===== src/rtl/instr_fetch_unit.sv =====
// Instruction fetch stage: owns the fetch PC, keeps at most one imem request in flight and
// buffers returned {pc, instr} pairs in a small FIFO toward decode.
module instr_fetch_unit #(
  parameter int unsigned     XLEN       = 32,
  parameter logic [XLEN-1:0] RESET_PC   = 32'h0000_0000,
  parameter int unsigned     FIFO_DEPTH = 4
) (
  input  logic            clk,
  input  logic            reset,
  output logic            imem_req,
  output logic [XLEN-1:0] imem_addr,
  input  logic            imem_gnt,
  input  logic            imem_rvalid,
  input  logic [XLEN-1:0] imem_rdata,
  input  logic            redirect_valid,
  input  logic [XLEN-1:0] redirect_pc,
  output logic            out_valid,
  input  logic            out_ready,
  output logic [XLEN-1:0] out_pc,
  output logic [XLEN-1:0] out_instr,
  output logic [XLEN-1:0] fetch_pc
);

  localparam int unsigned     PtrW  = $clog2(FIFO_DEPTH);
  localparam int unsigned     CntW  = PtrW + 1;
  localparam logic [CntW-1:0] Depth = CntW'(FIFO_DEPTH);

  typedef enum logic [1:0] {StIdle, StReq, StWait, StDrop} state_e;

  state_e          r_state, w_state_d;
  logic [XLEN-1:0] r_fetch_pc, w_fetch_pc_d;
  logic [XLEN-1:0] r_req_pc, w_req_pc_d;
  logic [PtrW-1:0] r_wr_ptr, w_wr_ptr_d;
  logic [PtrW-1:0] r_rd_ptr, w_rd_ptr_d;
  logic [CntW-1:0] r_count, w_count_d;
  logic [XLEN-1:0] r_pc_mem    [FIFO_DEPTH];
  logic [XLEN-1:0] r_instr_mem [FIFO_DEPTH];
  logic            w_push, w_pop;
  logic            w_unused;

  assign w_unused = ^redirect_pc[1:0];

  assign w_pop  = (r_count != '0) && out_ready;
  assign w_push = (r_state == StWait) && imem_rvalid && !redirect_valid;

  always_comb begin
    w_state_d    = r_state;
    w_fetch_pc_d = r_fetch_pc;
    w_req_pc_d   = r_req_pc;
    w_wr_ptr_d   = r_wr_ptr;
    w_rd_ptr_d   = r_rd_ptr;
    w_count_d    = r_count;

    if (w_push) w_wr_ptr_d = r_wr_ptr + PtrW'(1);
    if (w_pop)  w_rd_ptr_d = r_rd_ptr + PtrW'(1);
    if (w_push && !w_pop)      w_count_d = r_count + CntW'(1);
    else if (!w_push && w_pop) w_count_d = r_count - CntW'(1);

    case (r_state)
      StIdle: if (r_count < Depth) w_state_d = StReq;
      StReq: begin
        if (imem_gnt) begin
          w_req_pc_d   = r_fetch_pc;
          w_fetch_pc_d = r_fetch_pc + XLEN'(4);
          w_state_d    = StWait;
        end
      end
      StWait: if (imem_rvalid) w_state_d = (w_count_d < Depth) ? StReq : StIdle;
      StDrop: if (imem_rvalid) w_state_d = StIdle;
      default: w_state_d = StIdle;
    endcase

    // Redirect wins over everything; an in-flight response still has to be drained in StDrop.
    if (redirect_valid) begin
      w_wr_ptr_d   = '0;
      w_rd_ptr_d   = '0;
      w_count_d    = '0;
      w_req_pc_d   = r_req_pc;
      w_fetch_pc_d = {redirect_pc[XLEN-1:2], 2'b00};
      if ((r_state == StWait || r_state == StDrop) && !imem_rvalid) w_state_d = StDrop;
      else                                                          w_state_d = StIdle;
    end
  end

  always_ff @(posedge clk or negedge reset) begin
    if (!reset) begin
      r_state    <= StIdle;
      r_fetch_pc <= {RESET_PC[XLEN-1:2], 2'b00};
      r_req_pc   <= '0;
      r_wr_ptr   <= '0;
      r_rd_ptr   <= '0;
      r_count    <= '0;
    end else begin
      r_state    <= w_state_d;
      r_fetch_pc <= w_fetch_pc_d;
      r_req_pc   <= w_req_pc_d;
      r_wr_ptr   <= w_wr_ptr_d;
      r_rd_ptr   <= w_rd_ptr_d;
      r_count    <= w_count_d;
    end
  end

  // Storage needs no reset: the head is masked by the count.
  always_ff @(posedge clk) begin
    if (w_push) begin
      r_pc_mem[r_wr_ptr]    <= r_req_pc;
      r_instr_mem[r_wr_ptr] <= imem_rdata;
    end
  end

  assign imem_req  = (r_state == StReq);
  assign imem_addr = r_fetch_pc;
  assign fetch_pc  = r_fetch_pc;
  assign out_valid = (r_count != '0);
  assign out_pc    = out_valid ? r_pc_mem[r_rd_ptr] : '0;
  assign out_instr = out_valid ? r_instr_mem[r_rd_ptr] : '0;

endmodule


===== config.mk =====
export PLATFORM = sky130hd
export DESIGN_NAME = instr_fetch_unit
export DESIGN_NICKNAME = d
export VERILOG_FILES = /design/src/rtl/instr_fetch_unit.sv
export SDC_FILE = /design/constraint.sdc
export NUM_CORES = 1
export LEC_CHECK = 0
export CAP_MARGIN = 20
export CORE_ASPECT_RATIO = 0.6
export CORE_MARGIN = 2
export CORE_UTILIZATION = 51
export CTS_BUF_LIST = sky130_fd_sc_hd__clkbuf_4 sky130_fd_sc_hd__clkbuf_8
export CTS_CLUSTER_SIZE = 30
export DETAILED_ROUTE_END_ITERATION = 10
export PLACE_DENSITY = 0.76
export SLEW_MARGIN = 40
export SYNTH_ARGS = -nofsm -noshare
export SYNTH_HDL_FRONTEND = slang
export SYNTH_SLANG_ARGS = --single-unit

===== constraint.sdc =====
create_clock -name clk -period 3.9 [get_ports clk]
set_input_delay 0.78 -clock clk [delete_from_list [all_inputs] [get_ports clk]]
set_output_delay 0.78 -clock clk [all_outputs]
set_load 0.05 [all_outputs]

==> metrics.csv <==
stage;metric;value;unit
floorplanning;I/O pin total;200;
yosys;post-synth top area share;56.8;%
worst_setup_path;worst path bufs/invs;2;
timing;Final setup viols;0;
placed_design;routability cong.;0.813;
yosys;register area share after synthesis;70.0;%
placed_design;HPWL Detailed;17700;um
yosys;number of synthesized flops with an enable pin;248;
floorplanning;num rows;45;
power;Sw Pwr;4.09;mW
worst_setup_path;Worst Setup Start Kind;flop;
worst_setup_path;Crit path max-delay family;buffers and inverters;
timing;RSZ-0062 raised after global routing;no;
yosys;Synth async-reset ratio;21.8;%
route;post-route antenna net violation count;0;
clock_tree;H-tree levels;2;
route;wire length per cell;21.2;um
power;Comb power frac;37.3;%
timing;Final Cycle Share;92.0;%
global_route;number of global-route vias before repair;7291;
yosys;Post-synth top cells;edfxtp_1 (248), dfrtp_1 (69), and2_1 (64);
power;pwr dens;689;nW/um2
clock_tree;clock sinks;317;
worst_setup_path;Worst path max stage delay;710;ps
power;Int Pwr;7.06;mW
timing;TNS Setup;0;ps
yosys;area leader, netlist;edfxtp_1;
yosys;Synth Register Bits;317;
route;DR DRC count;0;
global_route;first-pass GRT wire length;42600;um
yosys;synthesized area per cell;17.1;um2
min_path;Hold Crit Class;input pin to asynchronous set/reset pin;
status;outcome;finished clean;
worst_setup_path;WS Path Type;flop to primary output;
yosys;synth warn;0;
worst_setup_path;Arr. time, crit path;2810;ps
clock_tree;CTS tree;done;
clock_tree;# hold bufs at CTS;0;
clock_tree;clk_lat worst skew;560;ps
yosys;Most used DFF post-synth;edfxtp_1;
yosys;cell area after synthesis;13100;um2
yosys;most frequent cell after synthesis;edfxtp_1;
clock_tree;CTS Buf Count;45;
power;Reg power frac;40.0;%
timing;worst-case clock skew;20.3;ps
layout;cell area after layout;16200;um2
global_route;largest net degree at the start of global routing;70;
yosys;synthesized instance count;766;
placed_design;Post-DP Area;15300;um2
route;Vias/cell;5.59;
timing;worst hold slack;225;ps
floorplanning;CORE AREA;25300;um2
worst_setup_path;r2r setup slk;1540;ps
route;vias;7394;
timing;min cycle time layout;3590;ps
power;Net Sw Frac;36.7;%
power;Max rail drop VDD;0.370;mV
global_route;GR Overflow Total;0;
power;leakage;5.46;nW
layout;share of cells above drive strength 1;20.3;%
timing;final hold violations;0;
worst_setup_path;CP Cell Sequence;buf_12 -> mux4_2 -> and2_1 -> clkdlybuf4s50_1;
global_route;initial antenna violation count;1;
layout;diode count;0;
layout;layout net count;1038;
timing;fmax;279;MHz
clock_tree;CTS root buf;clkbuf_8;
yosys;top cells by area, synth;edfxtp_1 (57%), dfrtp_1 (13%), mux4_2 (11%);
floorplanning;Starting Density;51.8;%
route;drt pass-1 iters;5;
timing;Worst slew margin;52.7;%
worst_setup_path;Worst EP required;3120;ps
placed_design;IO buf count;191;
route;total routed wirelength;28100;um
worst_setup_path;R2R depth;4;
route;Detailed Route Iter0 Violations;562;
floorplanning;die width;211;um
timing;worst-margin pin slew;703;ps
floorplanning;die area;27000;um2
layout;area delta synth->final;23.6;%
worst_setup_path;CP max stage cell;dfrtp_4;
run;Max-Cap Viols;0;
clock_tree;Max clock buf depth;3;
worst_setup_path;Worst R2R Start;fetch_pc[9];
yosys;Synth cell types;49;
worst_setup_path;Crit. End Element;primary output;
floorplanning;die height;128;um
power;Clock power frac;22.7;%
global_route;All-Layer GR Usage;21.1;%
worst_setup_path;Crit Reg-Reg Endpoint;fetch_pc[29];
timing;max-slew violation count;0;
clock_tree;Worst-path clk slew;60;ps
worst_setup_path;CP Max Fanout;29;
layout make-up:
| type | instances | area [um2] |
|---|---|---|
| fill | 1795 | 9080 |
| inverter | 9 | 33.8 |
| timing repair buffer | 218 | 2190 |
| tap | 329 | 412 |
| sequential | 317 | 9180 |
| multi-input combinational | 369 | 3510 |
| clock inverter | 15 | 65.1 |
| clock buffer | 66 | 808 |
metal layers:
layer / GRT usage (%) / wire length [um] / vias to the layer above
met1: 32.1 / 13300 / 3739
met2: 31.3 / 12500 / 286
li1: - / - / 3334
met3: 5.17 / 2080 / 33
met4: 4.18 / 273 / 2
met5: 0 / 12 / -
metrics by stage:
| step | util (%) | setup slack [ps] | total power, mW | instances |
|---|---|---|---|---|
| after floorplan | - | 572 | 7.26 | 771 |
| after global placement | 60.4 | 642 | 8.62 | 1236 |
| after detailed placement | 60.4 | 619 | 8.67 | 1236 |
| after CTS | 63.9 | 2.35 | 11.2 | 1317 |
| after global routing | 64.1 | 210 | 11.6 | 1323 |
| final | 64.1 | 313 | 11.2 | 1323 |
cells by family after synthesis:
logic type      share of synthesized area [%]
buf+inv                                  3.62
other cells                            0.0286
flops                                    70.0
simple gates                             8.17
mux                                      13.3
compound gates                           3.06
fa+ha+maj                               0.840
xor+xnor                                0.974
cells in the final DEF, fill, tap and decap left out, drive strengths merged, types with 8 or more instances in the layout:
master and instances:
ha 8, nor2 25, mux4 62, buf 28
dfrtp 69, o21ai 18, edfxtp 248, nand2 28
clkbuf 66, nand4 9, o31ai 14, a31oi 17
inv 9, nand3 12, and2 64, clkinv 14
clkdlybuf4s50 190, or4 17, mux2 30
registers in the layout, summed over array words and instances, names as in the netlist:
| signal | flops |
|---|---|
| r_pc_mem | 120 |
| r_state | 2 |
| r_wr_ptr | 2 |
| r_instr_mem | 128 |
| r_rd_ptr | 2 |
| r_req_pc | 30 |
| fetch_pc | 30 |
| r_count | 3 |
power by group through the flow:
stage / Combinational [mW] / Clock, mW / Sequential (mW)
floorplan: 2.81 / 0 / 4.46
global placement: 4.08 / 0 / 4.53
detailed placement: 4.11 / 0 / 4.56
CTS: 4.12 / 2.59 / 4.49
global route: 4.38 / 2.75 / 4.51
finish: 4.16 / 2.54 / 4.46
worst max path at each step:
| stage | start | endpoint | depth (start not counted) |
|---|---|---|---|
| after CTS | r_rd_ptr[0] | out_pc[3] | 4 |
| after floorplan | redirect_valid | r_instr_mem[3][0] | 4 |
| after detailed placement | r_rd_ptr[0] | out_pc[3] | 4 |
| after global placement | r_rd_ptr[0] | out_instr[23] | 4 |
| after global routing | r_rd_ptr[0] | out_pc[4] | 4 |
| final | r_rd_ptr[1] | out_instr[13] | 4 |
worst register-to-register path, stage by stage, from the launching register on:
cell,delay [ps]
dfrtp_1,520
nand3_1,190
or4_1,820
or4_1,600
a31oi_1,170
timing repair:
| item | in CTS | in global routing |
|---|---|---|
| resized for setup | 0 | 0 |
| hold endpoints to repair | 0 | 0 |
| buffers inserted | 0 | 6 |
| endpoints found under the setup margin | 0 | 33 |
Note: power is estimated with default switching activity, not from simulation.
